`config.mk`:
```
export PLATFORM = sky130hd
export DESIGN_NAME = instruction_encode
export DESIGN_NICKNAME = d
export VERILOG_FILES = /design/src/rtl/instr_pkg.sv /design/src/rtl/instr_pack.sv /design/src/rtl/instruction_encode.sv
export SDC_FILE = /design/constraint.sdc
export NUM_CORES = 1
export LEC_CHECK = 0
export BUFFER_PORTS_ARGS = -buffer_cell sky130_fd_sc_hd__clkbuf_2
export CAP_MARGIN = 20
export CELL_PAD_IN_SITES_DETAIL_PLACEMENT = 1
export CELL_PAD_IN_SITES_GLOBAL_PLACEMENT = 2
export CORE_MARGIN = 2
export CORE_UTILIZATION = 35
export CTS_CLUSTER_DIAMETER = 100
export CTS_CLUSTER_SIZE = 10
export DETAILED_ROUTE_END_ITERATION = 12
export GPL_TIMING_DRIVEN = 0
export MAX_ROUTING_LAYER = met4
export PLACE_DENSITY = 0.95
export SYNTH_ARGS = -nofsm -noshare
export SYNTH_HDL_FRONTEND = slang
export SYNTH_HIERARCHICAL = 1
export SYNTH_SLANG_ARGS = --single-unit
```
`constraint.sdc`:
```
create_clock -name clock -period 5.2 [get_ports clock]
set_clock_uncertainty 0.15 [all_clocks]
set_input_delay 0 -clock clock [delete_from_list [all_inputs] [get_ports clock]]
set_output_delay 0 -clock clock [all_outputs]
set_load 0.05 [all_outputs]
```
`src/rtl/instr_pkg.sv`:
```
// Shared RV32I encoding constants: op enum, opcodes, funct fields, decoder type one-hots.
package instr_pkg;

    typedef enum logic [5:0] {
        OP_NOP, OP_ADD, OP_SUB, OP_SLL, OP_SLT, OP_SLTU, OP_XOR, OP_SRL, OP_SRA, OP_OR, OP_AND,
        OP_SB, OP_SH, OP_SW, OP_JAL, OP_LUI, OP_AUIPC,
        OP_ADDI, OP_XORI, OP_ORI, OP_ANDI, OP_SLLI, OP_SRLI, OP_SRAI, OP_SLTI, OP_SLTIU,
        OP_LB, OP_LH, OP_LW, OP_LBU, OP_LHU,
        OP_BEQ, OP_BNE, OP_BLT, OP_BGE, OP_BLTU, OP_BGEU, OP_JALR
    } op_e;

    localparam logic [6:0] OPC_R     = 7'b0110011;
    localparam logic [6:0] OPC_I     = 7'b0010011;
    localparam logic [6:0] OPC_LOAD  = 7'b0000011;
    localparam logic [6:0] OPC_S     = 7'b0100011;
    localparam logic [6:0] OPC_B     = 7'b1100011;
    localparam logic [6:0] OPC_JAL   = 7'b1101111;
    localparam logic [6:0] OPC_JALR  = 7'b1100111;
    localparam logic [6:0] OPC_LUI   = 7'b0110111;
    localparam logic [6:0] OPC_AUIPC = 7'b0010111;

    localparam logic [2:0] F3_ADD  = 3'd0, F3_SLL = 3'd1, F3_SLT = 3'd2, F3_SLTU = 3'd3;
    localparam logic [2:0] F3_XOR  = 3'd4, F3_SR  = 3'd5, F3_OR  = 3'd6, F3_AND  = 3'd7;
    localparam logic [2:0] F3_B    = 3'd0, F3_H   = 3'd1, F3_W   = 3'd2, F3_BU   = 3'd4, F3_HU = 3'd5;
    localparam logic [2:0] F3_BEQ  = 3'd0, F3_BNE = 3'd1, F3_BLT = 3'd4, F3_BGE  = 3'd5;
    localparam logic [2:0] F3_BLTU = 3'd6, F3_BGEU = 3'd7;

    localparam logic [6:0] F7_BASE = 7'h00;
    localparam logic [6:0] F7_ALT  = 7'h20;

    localparam logic [5:0] TYPE_R    = 6'b100000;
    localparam logic [5:0] TYPE_I    = 6'b010000;
    localparam logic [5:0] TYPE_S    = 6'b001000;
    localparam logic [5:0] TYPE_B    = 6'b000100;
    localparam logic [5:0] TYPE_J    = 6'b000010;
    localparam logic [5:0] TYPE_U    = 6'b000001;
    localparam logic [5:0] TYPE_NONE = 6'b000000;

    typedef enum logic [3:0] {
        FMT_NONE, FMT_R, FMT_I, FMT_SH, FMT_LD, FMT_S, FMT_B, FMT_U, FMT_J
    } fmt_e;

    typedef struct packed {
        fmt_e       fmt;
        logic [6:0] opc;
        logic [2:0] f3;
        logic [6:0] f7;
    } enc_t;

    typedef enum logic [1:0] {ST_IDLE, ST_RUN, ST_DONE} state_e;

endpackage

```
`src/rtl/instr_pack.sv`:
```
// Combinational op/fields -> packed RV32I word, decoder type one-hot and reject flag.
// IMM_RANGE_CHECK_EN rejects immediates that do not fit their field instead of truncating.
module instr_pack
    import instr_pkg::*;
(
    input  logic [5:0]  i_op,
    input  logic [4:0]  i_rd,
    input  logic [4:0]  i_rs1,
    input  logic [4:0]  i_rs2,
    input  logic [31:0] i_imm,
    output logic [31:0] o_word,
    output logic [5:0]  o_type,
    output logic        o_err
);

    enc_t        w_enc;
    logic        w_illegal;
    logic        w_range_bad;
    logic [31:0] w_word;
    logic [5:0]  w_type;

    always_comb begin
        w_enc     = enc_t'{FMT_NONE, 7'd0, 3'd0, F7_BASE};
        w_illegal = 1'b0;
        case (i_op)
            OP_NOP:   w_enc = enc_t'{FMT_NONE, 7'd0, 3'd0, F7_BASE};
            OP_ADD:   w_enc = enc_t'{FMT_R, OPC_R, F3_ADD, F7_BASE};
            OP_SUB:   w_enc = enc_t'{FMT_R, OPC_R, F3_ADD, F7_ALT};
            OP_SLL:   w_enc = enc_t'{FMT_R, OPC_R, F3_SLL, F7_BASE};
            OP_SLT:   w_enc = enc_t'{FMT_R, OPC_R, F3_SLT, F7_BASE};
            OP_SLTU:  w_enc = enc_t'{FMT_R, OPC_R, F3_SLTU, F7_BASE};
            OP_XOR:   w_enc = enc_t'{FMT_R, OPC_R, F3_XOR, F7_BASE};
            OP_SRL:   w_enc = enc_t'{FMT_R, OPC_R, F3_SR, F7_BASE};
            OP_SRA:   w_enc = enc_t'{FMT_R, OPC_R, F3_SR, F7_ALT};
            OP_OR:    w_enc = enc_t'{FMT_R, OPC_R, F3_OR, F7_BASE};
            OP_AND:   w_enc = enc_t'{FMT_R, OPC_R, F3_AND, F7_BASE};
            OP_SB:    w_enc = enc_t'{FMT_S, OPC_S, F3_B, F7_BASE};
            OP_SH:    w_enc = enc_t'{FMT_S, OPC_S, F3_H, F7_BASE};
            OP_SW:    w_enc = enc_t'{FMT_S, OPC_S, F3_W, F7_BASE};
            OP_JAL:   w_enc = enc_t'{FMT_J, OPC_JAL, 3'd0, F7_BASE};
            OP_LUI:   w_enc = enc_t'{FMT_U, OPC_LUI, 3'd0, F7_BASE};
            OP_AUIPC: w_enc = enc_t'{FMT_U, OPC_AUIPC, 3'd0, F7_BASE};
            OP_ADDI:  w_enc = enc_t'{FMT_I, OPC_I, F3_ADD, F7_BASE};
            OP_XORI:  w_enc = enc_t'{FMT_I, OPC_I, F3_XOR, F7_BASE};
            OP_ORI:   w_enc = enc_t'{FMT_I, OPC_I, F3_OR, F7_BASE};
            OP_ANDI:  w_enc = enc_t'{FMT_I, OPC_I, F3_AND, F7_BASE};
            OP_SLLI:  w_enc = enc_t'{FMT_SH, OPC_I, F3_SLL, F7_BASE};
            OP_SRLI:  w_enc = enc_t'{FMT_SH, OPC_I, F3_SR, F7_BASE};
            OP_SRAI:  w_enc = enc_t'{FMT_SH, OPC_I, F3_SR, F7_ALT};
            OP_SLTI:  w_enc = enc_t'{FMT_I, OPC_I, F3_SLT, F7_BASE};
            OP_SLTIU: w_enc = enc_t'{FMT_I, OPC_I, F3_SLTU, F7_BASE};
            OP_LB:    w_enc = enc_t'{FMT_LD, OPC_LOAD, F3_B, F7_BASE};
            OP_LH:    w_enc = enc_t'{FMT_LD, OPC_LOAD, F3_H, F7_BASE};
            OP_LW:    w_enc = enc_t'{FMT_LD, OPC_LOAD, F3_W, F7_BASE};
            OP_LBU:   w_enc = enc_t'{FMT_LD, OPC_LOAD, F3_BU, F7_BASE};
            OP_LHU:   w_enc = enc_t'{FMT_LD, OPC_LOAD, F3_HU, F7_BASE};
            OP_BEQ:   w_enc = enc_t'{FMT_B, OPC_B, F3_BEQ, F7_BASE};
            OP_BNE:   w_enc = enc_t'{FMT_B, OPC_B, F3_BNE, F7_BASE};
            OP_BLT:   w_enc = enc_t'{FMT_B, OPC_B, F3_BLT, F7_BASE};
            OP_BGE:   w_enc = enc_t'{FMT_B, OPC_B, F3_BGE, F7_BASE};
            OP_BLTU:  w_enc = enc_t'{FMT_B, OPC_B, F3_BLTU, F7_BASE};
            OP_BGEU:  w_enc = enc_t'{FMT_B, OPC_B, F3_BGEU, F7_BASE};
            OP_JALR:  w_enc = enc_t'{FMT_I, OPC_JALR, 3'd0, F7_BASE};
            default:  w_illegal = 1'b1;
        endcase
    end

    always_comb begin
        w_word = 32'd0;
        w_type = TYPE_NONE;
        case (w_enc.fmt)
            FMT_R: begin
                w_word = {w_enc.f7, i_rs2, i_rs1, w_enc.f3, i_rd, w_enc.opc};
                w_type = TYPE_R;
            end
            FMT_I: begin
                w_word = {i_imm[11:0], i_rs1, w_enc.f3, i_rd, w_enc.opc};
                w_type = TYPE_I;
            end
            FMT_SH: begin
                w_word = {w_enc.f7, i_imm[4:0], i_rs1, w_enc.f3, i_rd, w_enc.opc};
                w_type = TYPE_I;
            end
            FMT_LD: w_word = {i_imm[11:0], i_rs1, w_enc.f3, i_rd, w_enc.opc};
            FMT_S: begin
                w_word = {i_imm[11:5], i_rs2, i_rs1, w_enc.f3, i_imm[4:0], w_enc.opc};
                w_type = TYPE_S;
            end
            FMT_B: begin
                w_word = {i_imm[12], i_imm[10:5], i_rs2, i_rs1, w_enc.f3,
                          i_imm[4:1], i_imm[11], w_enc.opc};
                w_type = TYPE_B;
            end
            FMT_U: begin
                w_word = {i_imm[19:0], i_rd, w_enc.opc};
                w_type = TYPE_U;
            end
            FMT_J: begin
                w_word = {i_imm[20], i_imm[10:1], i_imm[11], i_imm[19:12], i_rd, w_enc.opc};
                w_type = TYPE_J;
            end
            default: ;
        endcase
    end

`ifdef IMM_RANGE_CHECK_EN
    // A value fits an N-bit signed field when all bits from N-1 upward are sign copies.
    always_comb begin
        w_range_bad = 1'b0;
        case (w_enc.fmt)
            FMT_I, FMT_LD, FMT_S: w_range_bad = !((&i_imm[31:11]) || !(|i_imm[31:11]));
            FMT_B:  w_range_bad = !((&i_imm[31:12]) || !(|i_imm[31:12])) || i_imm[0];
            FMT_J:  w_range_bad = !((&i_imm[31:20]) || !(|i_imm[31:20])) || i_imm[0];
            FMT_SH: w_range_bad = |i_imm[31:5];
            FMT_U:  w_range_bad = |i_imm[31:20];
            default: w_range_bad = 1'b0;
        endcase
    end
`else
    logic w_unused_imm;
    assign w_unused_imm = ^i_imm[31:21];
    assign w_range_bad  = 1'b0;
`endif

    assign o_err  = w_illegal || w_range_bad;
    assign o_word = o_err ? 32'd0 : w_word;
    assign o_type = o_err ? TYPE_NONE : w_type;

endmodule

```
`src/rtl/instruction_encode.sv`:
```
// Streaming RV32I encoder framing an N-word run; a request appears on out_* one cycle after acceptance.
// One output register: in_ready drops while the held word is stalled. IMM_RANGE_CHECK_EN enables immediate rejection.
module instruction_encode
    import instr_pkg::*;
#(
    parameter int                ADDR_W       = 32,
    parameter int                CNT_W        = 16,
    parameter logic [ADDR_W-1:0] BASE_DEFAULT = '0
) (
    input  logic              clock,
    input  logic              reset_n,
    input  logic              start,
    input  logic [ADDR_W-1:0] base_addr,
    input  logic [CNT_W-1:0]  count,
    input  logic              in_valid,
    output logic              in_ready,
    input  logic [5:0]        in_op,
    input  logic [4:0]        in_rd,
    input  logic [4:0]        in_rs1,
    input  logic [4:0]        in_rs2,
    input  logic [31:0]       in_imm,
    output logic              out_valid,
    input  logic              out_ready,
    output logic [31:0]       out_word,
    output logic [ADDR_W-1:0] out_addr,
    output logic [5:0]        out_type,
    output logic              busy,
    output logic              done,
    output logic [CNT_W-1:0]  err_count
);

    logic [31:0]       w_word;
    logic [5:0]        w_type;
    logic              w_err;
    logic              w_in_hs;
    logic              w_out_hs;

    state_e            r_state;
    logic [CNT_W-1:0]  r_count;
    logic [CNT_W-1:0]  r_accepted;
    logic [CNT_W-1:0]  r_left;
    logic [CNT_W-1:0]  r_err_count;
    logic [ADDR_W-1:0] r_addr;
    logic              r_out_valid;
    logic [31:0]       r_word;
    logic [5:0]        r_type;
    logic              r_busy;
    logic              r_done;

    instr_pack u_pack (
        .i_op   (in_op),
        .i_rd   (in_rd),
        .i_rs1  (in_rs1),
        .i_rs2  (in_rs2),
        .i_imm  (in_imm),
        .o_word (w_word),
        .o_type (w_type),
        .o_err  (w_err)
    );

    // Draining and refilling the output register in the same cycle keeps one word per cycle.
    assign in_ready = (r_state == ST_RUN) && (r_accepted < r_count) && (!r_out_valid || out_ready);
    assign w_in_hs  = in_valid && in_ready;
    assign w_out_hs = r_out_valid && out_ready;

    always_ff @(posedge clock or negedge reset_n) begin
        if (!reset_n) begin
            r_state     <= ST_IDLE;
            r_count     <= '0;
            r_accepted  <= '0;
            r_left      <= '0;
            r_err_count <= '0;
            r_addr      <= BASE_DEFAULT;
            r_out_valid <= 1'b0;
            r_word      <= '0;
            r_type      <= '0;
            r_busy      <= 1'b0;
            r_done      <= 1'b0;
        end else begin
            r_done <= 1'b0;
            case (r_state)
                ST_IDLE: begin
                    if (start) begin
                        r_addr     <= base_addr;
                        r_count    <= count;
                        r_left     <= count;
                        r_accepted <= '0;
                        if (count == '0) begin
                            r_state <= ST_DONE;
                            r_done  <= 1'b1;
                        end else begin
                            r_state <= ST_RUN;
                            r_busy  <= 1'b1;
                        end
                    end
                end
                ST_RUN: begin
                    if (w_in_hs) begin
                        r_accepted <= r_accepted + CNT_W'(1);
                    end
                    if (w_out_hs) begin
                        r_addr <= r_addr + ADDR_W'(4);
                        r_left <= r_left - CNT_W'(1);
                        if (r_left == CNT_W'(1)) begin
                            r_state <= ST_DONE;
                            r_busy  <= 1'b0;
                            r_done  <= 1'b1;
                        end
                    end
                end
                ST_DONE: r_state <= ST_IDLE;
                default: r_state <= ST_IDLE;
            endcase

            if (w_in_hs) begin
                r_out_valid <= 1'b1;
                r_word      <= w_word;
                r_type      <= w_type;
                if (w_err && (r_err_count != '1)) begin
                    r_err_count <= r_err_count + CNT_W'(1);
                end
            end else if (out_ready) begin
                r_out_valid <= 1'b0;
            end
        end
    end

    assign out_valid = r_out_valid;
    assign out_word  = r_word;
    assign out_type  = r_type;
    assign out_addr  = r_addr;
    assign busy      = r_busy;
    assign done      = r_done;
    assign err_count = r_err_count;

endmodule

```
==> results of run 1 <==
==> routing by layer <==
metal,global-route usage (%),up-vias
li1,-,4061
met1,35.9,4686
met2,48.5,479
met3,6.37,98
met4,12.4,0
met5,-,-
==> synthesized netlist by cell type, types with 4 or more instances <==
library cell  count
inv_1            28
and4_1            6
nor2_1           55
a2bb2oi_1         7
or3_1             7
nand2b_1         11
nand4b_1          4
a31oi_1          13
a22oi_1           8
o22ai_1          10
and2_1           13
nand3_1          44
a22o_1           12
ha_1             20
or2_2             4
xor2_1           15
o22a_1            5
nor3_1           18
and3_1           17
nor4_1           16
mux2_2           39
xnor2_1           5
nand4_1          17
a21o_1            8
o211ai_1          7
nor2b_1          12
clkbuf_1         38
a21oi_1          58
buf_2            15
a221o_1           8
dfrtp_1         139
o31ai_1          15
o21ai_0          82
buf_4             6
nand2_1         101
==> stage by stage <==
stage	setup slack (ps)	util, %
2_1_floorplan	2440	-
3_3_place_gp	1430	41.3
3_5_place_dp	1820	41.4
4_1_cts	1800	48.4
5_1_grt	1530	48.4
6_report	1680	48.4
==> area by class of cell <==
| class | count | area share (%) |
|---|---|---|
| Tap cell | 319 | 3.51 |
| Clock buffer | 19 | 3.81 |
| Multi-Input combinational cell | 704 | 39.6 |
| Inverter | 28 | 0.925 |
| Buffer | 64 | 2.61 |
| Timing Repair Buffer | 284 | 17.4 |
| Clock inverter | 13 | 1.48 |
| Sequential cell | 139 | 30.6 |
==> worst max-delay path: cells and delay by family (launching register included) <==
kind                     cells  cell delay, ps
adder cells (fa/ha/maj)      1             320
AND/OR/NAND/NOR              3            1330
flip-flops                   1             440
AO/OA/AOI/OAI                1             220
buffers and inverters        1             510
multiplexers                 1             430
==> flip-flops by register name, indices dropped and copies added, names as in the netlist <==
signal,flops
out_type,6
out_addr,32
done,1
r_state,2
r_count,16
r_left,16
out_word,32
r_accepted,16
busy,1
out_valid,1
err_count,16
==> how the worst min path moves through the flow <==
stage	start	endpoint	slack [ps]	cells after the start
floorplan	reset_n	busy	-450	0
global placement	base_addr[1]	out_addr[1]	50	3
detailed placement	reset_n	out_word[3]	-150	1
CTS	in_op[1]	out_word[3]	30	4
global route	in_op[3]	out_type[5]	90	5
finish	in_op[0]	out_type[5]	50	5
==> power by group <==
group,leakage (uW),switching [uW],internal (uW)
clock network,0.000288,538,760
registers,0.00175,383,1480
logic,0.00317,2040,808
==> layout by cell type (no fill, tap or decap), types with 10 or more instances in the layout <==
cell type and n:
a21oi_1 58, a22o_1 12, a31oi_1 13, and2_1 13
and3_1 17, buf_2 15, clkbuf_1 40, clkbuf_16 17
clkbuf_2 181, dfrtp_1 139, dlygate4sd3_1 100, ha_1 20
inv_1 28, mux2_2 39, nand2_1 101, nand2b_1 11
nand3_1 44, nand4_1 17, nor2_1 55, nor2b_1 12
nor3_1 18, nor4_1 16, o21ai_0 82, o22ai_1 10
o31ai_1 15, xor2_1 15
==> cells by family after synthesis <==
kind of cell,after synthesis
AOI/OAI and AO/OA,282
xor gates and xnor gates,20
DFF,139
muxes,41
and+or+nand+nor,340
adders and majority gates,21
buffers and inverters,92
==> timing repair <==
item | in CTS | in global routing
hold endpoints to repair | 236 | 0
buffers inserted | 0 | 0
hold buffers | 101 | 0
==> impl_metrics.csv, run 1 <==
group,metric,value,unit
yosys,yosysSeqAreaShare,41.5,%
layout,multi_input_area,4500,um2
yosys,synth_compound_area_share,22.5,%
layout,n_fill_cell,2789,
clock_tree,path_clk_slew,70,ps
setup_path,cp_cell_sequence,"ha_1, a211oi_1, nor2_1, nor4_1, nand4_1, clkbuf_1, mux2_2",
yosys,avgSynthCellArea,8.97,um2
detailed_routing,detail_route.vias_per_cell,5.94,
global_route,grt_antenna_before_repair,1,
setup_path,slowest_stage,"nor4_1",
yosys,ys_types,78,
yosys,synth_flop_cell,"dfrtp_1",
clock_tree,clock_sinks,139,
setup_path,worstSetupPathType,"flip-flop to flip-flop",
floorplanning,coreArea,23500,um2
detailed_routing,dr.pass1.iters,5,
yosys,syn_area,8380,um2
pwr,leakagePower,0.00521,uW
setup_path,rr_worst_depth,7,
yosys,synthXorXnorAreaFrac,2.09,%
yosys,synthTopCellsByArea,"dfrtp_1, mux2_2, o21ai_0",
floorplanning,initial_core_util,35.7,%
placement,postPlaceCellArea,9730,um2
placement,dp.cells,1437,
detailed_routing,avgRoutedWirePerCell,23.2,um
layout,layout.area.seq,3480,um2
detailed_routing,met2WireLength,17.6,mm
detailed_routing,drt-total-wl,36.4,mm
setup_path,cp_slowest_stage_delay,720,ps
floorplanning,die-area,25200,um2
timing,hold_ws,45.9,ps
timing,period_minus_slack,3520,ps
yosys,synthSimpleGateAreaFrac,20.6,%
clock_tree,cts-root-buf,"clkbuf_16",
pwr,powerDensity,529,nW/um2
yosys,yosys.area.top_type_share,41.5,%
yosys,synth.area.mux_share,5.48,%
floorplanning,die_x,159,um
layout,drive_above_1_share,23.6,%
flow_run,drv_cap,0,
setup_path,setup.worst_path.start,"r_accepted[13]",
global_route,grt-ovfl-total,0,
timing,period_share,67.7,%
setup_path,cp_max_fo,10,
clock_tree,cts_tree,"done",
layout,n_antenna_cell,0,
timing,worst_pin_slew,863,ps
yosys,synth_top_family_by_area,"compound AO/OA/AOI/OAI gates",
pwr,power.total,6010,uW
detailed_routing,drc,0,
layout,design_area,11400,um2
detailed_routing,drtAntennaViolNets,0,
yosys,synth_edf_count,0,
timing,finalSetupTns,0,ps
timing,slew_headroom,42.0,%
floorplanning,die_h,159,um
floorplanning,pin_count,196,
clock_tree,htreeDepth,4,
setup_path,rr_startpoint,"r_accepted[13]",
placement,routabilityCongestion,0.912,
yosys,async_flop_share,100,%
setup_path,reg2reg_slack,1680,ps
global_route,grt_usage,29.8,%
setup_path,r2r-end,"out_word[10]",
timing,slew_violations,0,
clock_tree,clock_latency,440,ps
global_route,grt_max_degree,85,
yosys,synth_fa_ha_area_share,3.10,%
timing,setup-violations-final,0,
detailed_routing,vias,9324,
floorplanning,num_rows,56,
detailed_routing,maxUsedRoutingLayer,"met4",
clock_tree,post_cts_resize_count,0,
hold_path,hp-class,"input port to flip-flop",
detailed_routing,routed-wl-met3,2.52,mm
detailed_routing,wl_met1,15.1,mm
timing,rsz0062_at_grt,"no",
clock_tree,cts_buffers,17,
pwr,ir_drop,0.292,mV
setup_path,worst_ep_required_time,5370,ps
yosys,syn-instance-count,935,
setup_path,worst_ep_arrival_time,3690,ps
setup_path,cp-end-kind,"flip-flop",
placement,portBuffers,182,
global_route,grt_pass1_vias,10110,
detailed_routing,drt_iter0_drc,752,
yosys,synth_fp_nets,1061,
timing,hold_viol,0,
global_route,grt_pass1_wl,57.6,mm
timing,fmax,284,MHz
run_status,outcome,"completed",
setup_path,start_kind,"flip-flop",
yosys,yosysTopAreaCell,"dfrtp_1",
yosys,synth-seq-cells,139,
placement,dp.final_hpwl,23.3,mm
layout,layout.nets,1364,
layout,fin_cells,1570,
setup_path,crit_path_end,"out_word[10]",
yosys,yosys_warnings,6,
layout,area_growth,35.5,%
clock_tree,clockBufferDepth,2,
Note: power is estimated with default switching activity, not from simulation.
==> run 2, diff against run 1 <==
--- a/config.mk
+++ b/config.mk
@@ -5,18 +5,19 @@
 export SDC_FILE = /design/constraint.sdc
 export NUM_CORES = 1
 export LEC_CHECK = 0
+export ABC_AREA = 1
 export BUFFER_PORTS_ARGS = -buffer_cell sky130_fd_sc_hd__clkbuf_2
 export CAP_MARGIN = 20
 export CELL_PAD_IN_SITES_DETAIL_PLACEMENT = 1
 export CELL_PAD_IN_SITES_GLOBAL_PLACEMENT = 2
 export CORE_MARGIN = 2
-export CORE_UTILIZATION = 35
+export CORE_UTILIZATION = 28
 export CTS_CLUSTER_DIAMETER = 100
 export CTS_CLUSTER_SIZE = 10
 export DETAILED_ROUTE_END_ITERATION = 12
 export GPL_TIMING_DRIVEN = 0
 export MAX_ROUTING_LAYER = met4
-export PLACE_DENSITY = 0.95
+export PLACE_DENSITY = 0.88
 export SYNTH_ARGS = -nofsm -noshare
 export SYNTH_HDL_FRONTEND = slang
 export SYNTH_HIERARCHICAL = 1
==> constraint.sdc (replaced) <==
create_clock -name clock -period 3.1 [get_ports clock]
set_clock_uncertainty 0.15 [all_clocks]
set_input_delay 0 -clock clock [delete_from_list [all_inputs] [get_ports clock]]
set_output_delay 0 -clock clock [all_outputs]
set_load 0.05 [all_outputs]
==> run 2 against run 1 <==
Utilization down 9.5 points. Combinational power increased by 36%. Sequential share of layout area down 3.2 points. Die area rose by 38%. Synthesized area rose by 11%. Clock-buffer cell count increased by 1. Sequential cell count did not move. Power increased by 51%. Sequential power grew 55%.
==> impl_metrics.csv, run 2 <==
group,metric,value,unit
yosys,syn-instance-count,1310,
placement,routabilityCongestion,0.914,
timing,fmax,345,MHz
setup_path,cp_slowest_stage_delay,580,ps
pwr,leakagePower,0.00645,uW
yosys,avgSynthCellArea,7.10,um2
setup_path,cp_max_fo,10,
floorplanning,pin_count,196,
placement,dp.cells,1936,
timing,worst_pin_slew,804,ps
floorplanning,num_rows,66,
yosys,yosys.area.top_type_share,37.4,%
setup_path,worst_ep_required_time,3340,ps
clock_tree,clock_latency,450,ps
setup_path,critPathBufInv,6,
timing,setup-violations-final,0,
detailed_routing,drt-total-wl,38.0,mm
yosys,synth_fp_nets,1436,
detailed_routing,drt_iter0_drc,710,
yosys,ys_types,49,
detailed_routing,drtAntennaViolNets,0,
layout,area_growth,36.3,%
floorplanning,initial_core_util,28.5,%
clock_tree,cts-root-buf,"clkbuf_16",
layout,drive_above_1_share,19.8,%
layout,n_fill_cell,4097,
run_status,outcome,"completed",
setup_path,slowest_stage,"dlygate4sd3_1",
yosys,synth_flop_cell,"dfrtp_1",
yosys,yosysSeqAreaShare,37.4,%
layout,layout.nets,1759,
flow_run,drv_cap,0,
yosys,yosys_warnings,6,
yosys,syn_area,9310,um2
layout,layout.area.seq,3480,um2
detailed_routing,avgRoutedWirePerCell,18.2,um
floorplanning,die-area,34700,um2
detailed_routing,detail_route.vias_per_cell,4.96,
yosys,async_flop_share,100,%
floorplanning,die_x,186,um
setup_path,worstSetupPathType,"input port to flip-flop",
layout,fin_cells,2088,
yosys,synth-seq-cells,139,
layout,final_cell_mix,"nand2_1, clkbuf_2, dfrtp_1",
setup_path,critical_path.top_delay_family,"buffers and inverters",
setup_path,start_kind,"input port",
pwr,clock_power_share,25.4,%
clock_tree,clockBufferDepth,2,
global_route,grt_pass1_vias,10788,
detailed_routing,dr.pass1.iters,4,
yosys,synth_most_common_cell,"nand2_1",
layout,n_antenna_cell,0,
timing,period_minus_slack,2900,ps
pwr,combPwrFrac,42.8,%
setup_path,cp-end-kind,"flip-flop",
global_route,grt_max_degree,97,
timing,worst_slack,203,ps
setup_path,cp_cell_sequence,"dlygate4sd3_1, clkbuf_2, nor2_2, buf_6, nand2_2, nand2_2, clkbuf_2, a22oi_1, dlygate4sd3_1, o211ai_1, dlygate4sd3_1, nand2_1, nand2_1",
pwr,switchingPower,4230,uW
clock_tree,cts_tree,"done",
placement,portBuffers,183,
timing,hold_viol,0,
layout,layout_commonest_cell,"nand2_1",
timing,period_share,93.5,%
layout,multi_input_area,5010,um2
clock_tree,cts_buffers,17,
timing,slew_headroom,46.0,%
global_route,grt-ovfl-total,0,
floorplanning,die_h,186,um
global_route,grt_pass1_wl,60.3,mm
pwr,swShare,46.6,%
pwr,p_seq_share,31.8,%
yosys,synthTopCellsByArea,"dfrtp_1, nand2_1, nand3_1",
detailed_routing,drc,0,
clock_tree,path_clk_slew,60,ps
timing,slew_violations,0,
yosys,netlist_top_cells_count,"nand2_1, dfrtp_1, inv_1",
detailed_routing,vias,10351,
yosys,yosysTopAreaCell,"dfrtp_1",
setup_path,worst_ep_arrival_time,3130,ps
floorplanning,coreArea,32600,um2
hold_path,hp-class,"input port to flip-flop",
placement,dp.final_hpwl,28.2,mm
clock_tree,htreeDepth,4,
setup_path,reg2reg_slack,540,ps
placement,dp_slack,90.3,ps
timing,hold_ws,29.0,ps
global_route,grt_antenna_before_repair,0,
yosys,synth_edf_count,0,
pwr,ir_drop,0.395,mV
pwr,power.internal,4850,uW
setup_path,crit_top_cell,"dlygate4sd3_1",
clock_tree,clock_sinks,139,
global_route,grt_usage,22.6,%
timing,rsz0062_at_grt,"no",
pwr,powerDensity,716,nW/um2
==> run 2: cell type report <==
class | instances | area share, %
multi-input combinational | 982 | 39.5
sequential | 139 | 27.4
timing repair buffer | 304 | 17.0
tap | 442 | 4.36
inverter | 140 | 4.14
clock buffer | 20 | 3.68
buffer | 49 | 2.41
clock inverter | 12 | 1.46
==> run 2: repair_timing <==
item                                   4_1_cts  5_1_grt
endpoints found under the hold margin      254        0
buffers inserted                             0        4
setup endpoints to repair                    0       14
gates resized for setup                      0        7
hold buffers                               116        0
==> run 2: worst reg2reg max path: stages, from the launching register on <==
cell           delay [ps]
dfrtp_1               400
nor2_1                250
and3_1                310
nand4_1               200
or2_2                 350
a21oi_1               120
o21ai_0                80
dlygate4sd3_1         570
==> run 2: final timing paths <==
check | depth (start not counted) | endpoint | startpoint
worst max-delay path | 13 | out_word[14] | in_op[4]
worst min-delay path | 6 | out_word[2] | in_op[1]
worst max register to register | 7 | busy | r_left[10]
worst min register to register | 2 | out_word[31] | out_word[31]
max in group asynchronous | 4 | busy | reset_n
min in group asynchronous | 4 | out_word[19] | reset_n
==> run 2: kinds of logic after synthesis <==
group	share of synthesized area (%)
and+or+nand+nor	36.8
adders and majority gates	2.69
buffers and inverters	8.89
DFF	37.4
AOI/OAI and AO/OA	10.9
xor gates and xnor gates	3.39
==> run 2: metrics by stage <==
stage                     instance area (um2)  power, uW  utilization, %  TNS [ps]
after floorplan                          9310       5430               -         0
after global placement                  10800       6500            33.0   -115410
after detailed placement                10800       6610            33.1         0
after CTS                               12600       9120            38.8         0
after global routing                    12700       9620            38.9         0
final                                   12700       9080            38.9         0
==> run 2: power groups by stage <==
stage / logic (uW) / registers (uW) / clock network [uW]
floorplan: 1570 / 3860 / 0
global placement: 3600 / 2890 / 0
detailed placement: 3700 / 2910 / 0
CTS: 3880 / 2890 / 2350
global route: 4220 / 2970 / 2430
finish: 3880 / 2890 / 2310
==> run 2: metal layers <==
| metal | vias up | track usage (%) | wire length [um] |
|---|---|---|---|
| li1 | 4933 | - | - |
| met1 | 5124 | 28.4 | 17300 |
| met2 | 240 | 37.8 | 18600 |
| met3 | 54 | 3.33 | 1390 |
| met4 | 0 | 6.52 | 716 |
| met5 | - | - | 0 |
